[config.mk]
export PLATFORM = sky130hd
export DESIGN_NAME = seq_multiplier
export DESIGN_NICKNAME = d
export VERILOG_FILES = /design/src/rtl/seq_multiplier.sv
export SDC_FILE = /design/constraint.sdc
export NUM_CORES = 1
export LEC_CHECK = 0
export ABC_AREA = 1
export CAP_MARGIN = 30
export CORE_MARGIN = 4
export CORE_UTILIZATION = 54
export DETAILED_ROUTE_END_ITERATION = 7
export PLACE_DENSITY = 0.8
export SLEW_MARGIN = 20
export SYNTH_ARGS = -nofsm -noshare
export SYNTH_HDL_FRONTEND = slang
export SYNTH_SLANG_ARGS = --single-unit
[constraint.sdc]
create_clock -name clk -period 2.3 [get_ports clk]
set_input_delay 0.345 -clock clk [delete_from_list [all_inputs] [get_ports clk]]
set_output_delay 0.345 -clock clk [all_outputs]
set_load 0.03 [all_outputs]
[src/rtl/seq_multiplier.sv]
// Sequential shift-add multiplier: WIDTH x WIDTH -> 2*WIDTH product in WIDTH cycles.
// Optional two's-complement mode enabled by defining SEQ_MULT_SIGNED_EN (adds signed_op port).
module seq_multiplier #(
  parameter int WIDTH = 8
) (
  input  logic                 clk,
  input  logic                 rst,
  input  logic                 start,
`ifdef SEQ_MULT_SIGNED_EN
  input  logic                 signed_op,
`endif
  input  logic [WIDTH-1:0]     multiplier,
  input  logic [WIDTH-1:0]     multiplicand,
  output logic                 busy,
  output logic                 done,
  output logic [2*WIDTH-1:0]   product
);

  // state | meaning
  // IDLE  | waiting for start
  // RUN   | one shift-add step per cycle
  // DONE  | product valid, done pulses for one cycle
  typedef enum logic [1:0] {IDLE, RUN, DONE} state_t;

  localparam int CW = (WIDTH > 1) ? $clog2(WIDTH) : 1;

  state_t             state, state_next;
  logic [WIDTH-1:0]   mplier, mcand;
  logic [WIDTH-1:0]   a_in, b_in;
  logic [2*WIDTH-1:0] acc, acc_step, result;
  logic [WIDTH:0]     sum;
  logic [CW-1:0]      count;
  logic               accept, last;
`ifdef SEQ_MULT_SIGNED_EN
  logic               negate;
`endif

  assign accept = start && (state == IDLE || state == DONE);
  assign last   = (count == CW'(WIDTH - 1));
  assign busy   = (state == RUN);
  assign done   = (state == DONE);

  always_ff @(posedge clk or posedge rst) begin
    if (rst) state <= IDLE;
    else     state <= state_next;
  end

  always_comb begin
    state_next = state;
    case (state)
      IDLE:    if (start) state_next = RUN;
      RUN:     if (last)  state_next = DONE;
      DONE:    state_next = start ? RUN : IDLE;
      default: state_next = IDLE;
    endcase
  end

  // Signed mode iterates on magnitudes; the sign is reapplied on the final step.
  always_comb begin
`ifdef SEQ_MULT_SIGNED_EN
    a_in = (signed_op && multiplier[WIDTH-1])   ? -multiplier   : multiplier;
    b_in = (signed_op && multiplicand[WIDTH-1]) ? -multiplicand : multiplicand;
`else
    a_in = multiplier;
    b_in = multiplicand;
`endif
  end

  // Carry out of the upper-half add lands in the MSB after the right shift.
  always_comb begin
    sum      = {1'b0, acc[2*WIDTH-1:WIDTH]} + (mplier[0] ? {1'b0, mcand} : '0);
    acc_step = (2*WIDTH)'({sum, acc[WIDTH-1:0]} >> 1);
`ifdef SEQ_MULT_SIGNED_EN
    result   = negate ? -acc_step : acc_step;
`else
    result   = acc_step;
`endif
  end

  always_ff @(posedge clk or posedge rst) begin
    if (rst) begin
      mplier  <= '0;
      mcand   <= '0;
      acc     <= '0;
      count   <= '0;
      product <= '0;
`ifdef SEQ_MULT_SIGNED_EN
      negate  <= 1'b0;
`endif
    end else if (accept) begin
      mplier  <= a_in;
      mcand   <= b_in;
      acc     <= '0;
      count   <= '0;
`ifdef SEQ_MULT_SIGNED_EN
      negate  <= signed_op && (multiplier[WIDTH-1] ^ multiplicand[WIDTH-1]);
`endif
    end else if (state == RUN) begin
      acc     <= acc_step;
      mplier  <= mplier >> 1;
      count   <= count + 1'b1;
      if (last) product <= result;
    end
  end

endmodule

==> results.cfg <==
[detailed_routing]
first_pass_iters = 4
routed_via_density = 5.01
drt_iter0_markers = 144
drc_errors = 0
via_count = 1845
route.detailed.wl_per_inst_um = 12.2
ant_nets = 0
wirelength_mm = 4.49

[power_and_ir_drop]
combPwrFrac_pct = 49.8
pwr-share-seq_pct = 37.4
power.density_nw_per_um2 = 1390
ir_worst_vdd_mv = 0.798
power.leakage_nw = 1.56
switching_share_pct = 43.3
p_total_mw = 4.11
clkPwrFrac_pct = 12.8
power.internal_mw = 2.33
power_switching_mw = 1.78

[finish]
areaGrowthSynthToFinish_pct = 18.6
fin_cells = 368
layout_commonest_cell = nand2_1
final_cell_mix = 101 x nand2_1, 52 x dfrtp_1, 40 x inv_1
fillCellCount = 368
fin_nets = 345
diodes = 0
layout-drive-gt1-share_pct = 9.18

[worst_setup_path]
path_max_fanout = 9
cp.arrival_ps = 1690
rr_endpoint = acc[15]$_DFFE_PP0P_
slowest_stage = clkdlybuf4s50_1
r2r-start = mplier[0]$_DFFE_PP0P_
critPathLaunchType = register
crit_path_cell_trace = inv_1 > nand2_4 > inv_2 > clkdlybuf4s50_1
cp.required_ps = 1960
r2r_cells = 10
slowest_delay_ps = 700
crit_type = reg2out
r2r_setup_slack_ps = 510
cp-end-kind = output port

[status]
status = completed

[global_route]
busiest_layer = met2
antenna_found_initial = 0
grt_use_met1_pct = 21.2
grt_first_pass_wirelength_mm = 7.86
grt.overflow.total = 0
use_met3_pct = 3.43
grtUsageMet2_pct = 27.2
grt_use_total_pct = 16.8
grt_pass1_vias = 1745
grt_max_degree = 53

[yosys]
synth_compound_area_share_pct = 10.6
synth-xor-area-share_pct = 1.05
ys_types = 27
ys_seq_area_share_pct = 52.1
synth_top_family_by_area = simple AND/OR/NAND/NOR gates
synth_warnings = 0
ys_ff_latch = 52
syn_avg_cell_area_um2 = 9.02
postSynthCellCount = 277
synthAdderAreaFrac_pct = 5.81
synth.area.mux_share_pct = 0
synthesis.nets = 307
syn_area_um2 = 2500
yosys.area_share.simple_pct = 20.6

[cts]
clk_pin_slew_worst_paths_ps = 90
clkSinkCount = 52
clk_path_buf_depth = 2
cts_tree = yes
cts_setup_buffers = 0
clk_latency_ps = 310
ctsHoldBuffers = 0
cts_resized = 0
htree_levels = 2
cts_made_buffers = 5
root_buffer = clkbuf_8

[sta]
setup_viol = 0
relSlewSlack_pct = 58.3
period_share_pct = 88.4
finalSetupTns_ps = 0
rsz0062_at_grt = false
finalMaxSlewViolations = 0
fmax_mhz = 492
finalHoldViolCount = 0
fin_crit_ps = 2030
worstMarginPinSlew_ps = 626
fin_skew_ps = 5.93

[worst_hold_path]
whs_endpoint = mcand[6]$_DFFE_PP0P_
hp-start = mcand[6]$_DFFE_PP0P_
hold_path.class = reg2reg
hold_path_depth = 2

[die]
fp.dieArea_um2 = 5780
start_util_pct = 56.6
rows = 24
io_pins = 37
coreArea_um2 = 4410
die_x_um = 76.0
die_h_um = 76.0

[place]
place_congestion = 0.843
dp.cells = 360
io_buffers = 36
dp.final_hpwl_mm = 3.28

[job]
drv_cap = 0
-- cells in the mapped netlist, drive strengths merged --
cell,n,area share [%]
dfrtp,52,52
nand3,11,2.2
xnor2,2,0.70
o211ai,1,0.30
buf,7,2.9
o22ai,7,1.8
o21ai,16,4.6
nand4,1,0.25
fa,1,0.80
xor2,1,0.35
clkbuf,1,0.15
nand2,103,16
nor2,5,1.7
o221ai,6,2.1
inv,45,6.9
ha,10,5.0
a21oi,6,1.2
a22o,2,0.70
-- layer usage --
layer / wire length, µm / share of wire [%]
met1: 2060 / 46
met2: 2110 / 47
met3: 208 / 4.6
met4: 112 / 2.5
met5: 0 / 0
-- stage by stage --
step	util [%]	instance area [µm²]	hold slack [ps]	setup slack [ps]
floorplan	-	2500	442	580
global placement	65.1	2870	463	563
detailed placement	65.1	2870	459	519
CTS	67.1	2960	482	249
global route	67.1	2960	502	194
finish	67.1	2960	476	266
-- logic make-up after synthesis --
group           after synthesis
simple gates                120
buf+inv                      53
flops                        52
compound gates               38
xor+xnor                      3
fa+ha+maj                    11
-- how the worst max path moves through the flow --
stage	end	from	slack, ps
final	busy	state[1]$_DFFE_PP0P_	270
after global routing	busy	state[0]$_DFFE_PP0P_	190
after CTS	busy	state[0]$_DFFE_PP0P_	250
after detailed placement	acc[15]$_DFFE_PP0P_	mplier[0]$_DFFE_PP0P_	520
after global placement	acc[15]$_DFFE_PP0P_	mplier[0]$_DFFE_PP0P_	560
after floorplan	acc[15]$_DFFE_PP0P_	mplier[0]$_DFFE_PP0P_	580
-- registers in the layout (all words and copies together) (netlist names) --
register and count:
mcand 8, mplier 8, state 2, count 3, product 16, acc 15
-- layout make-up --
class / instances / area, µm² / area share, %
Clock inverter: 3 / 23.8 / 0.802
Clock buffer: 5 / 68.8 / 2.32
Tap cell: 52 / 65.1 / 2.20
Timing Repair Buffer: 39 / 383 / 12.9
Multi-Input combinational cell: 172 / 951 / 32.1
Inverter: 45 / 171 / 5.78
Sequential cell: 52 / 1300 / 43.9
-- worst max-delay path, delay by kind of cell (launching register included) --
family | cells | cell delay (ps)
buf+inv | 3 | 960
flops | 1 | 370
simple gates | 1 | 60
-- power by group through the flow --
stage / logic [mW] / registers (mW) / clock network (mW)
after global placement: 2.00 / 1.54 / 0
after floorplan: 1.32 / 1.76 / 0
after detailed placement: 2.07 / 1.55 / 0
after global routing: 2.28 / 1.59 / 0.574
final: 2.05 / 1.54 / 0.524
after CTS: 2.07 / 1.54 / 0.539
No activity file was read; power rests on OpenSTA's default activity.
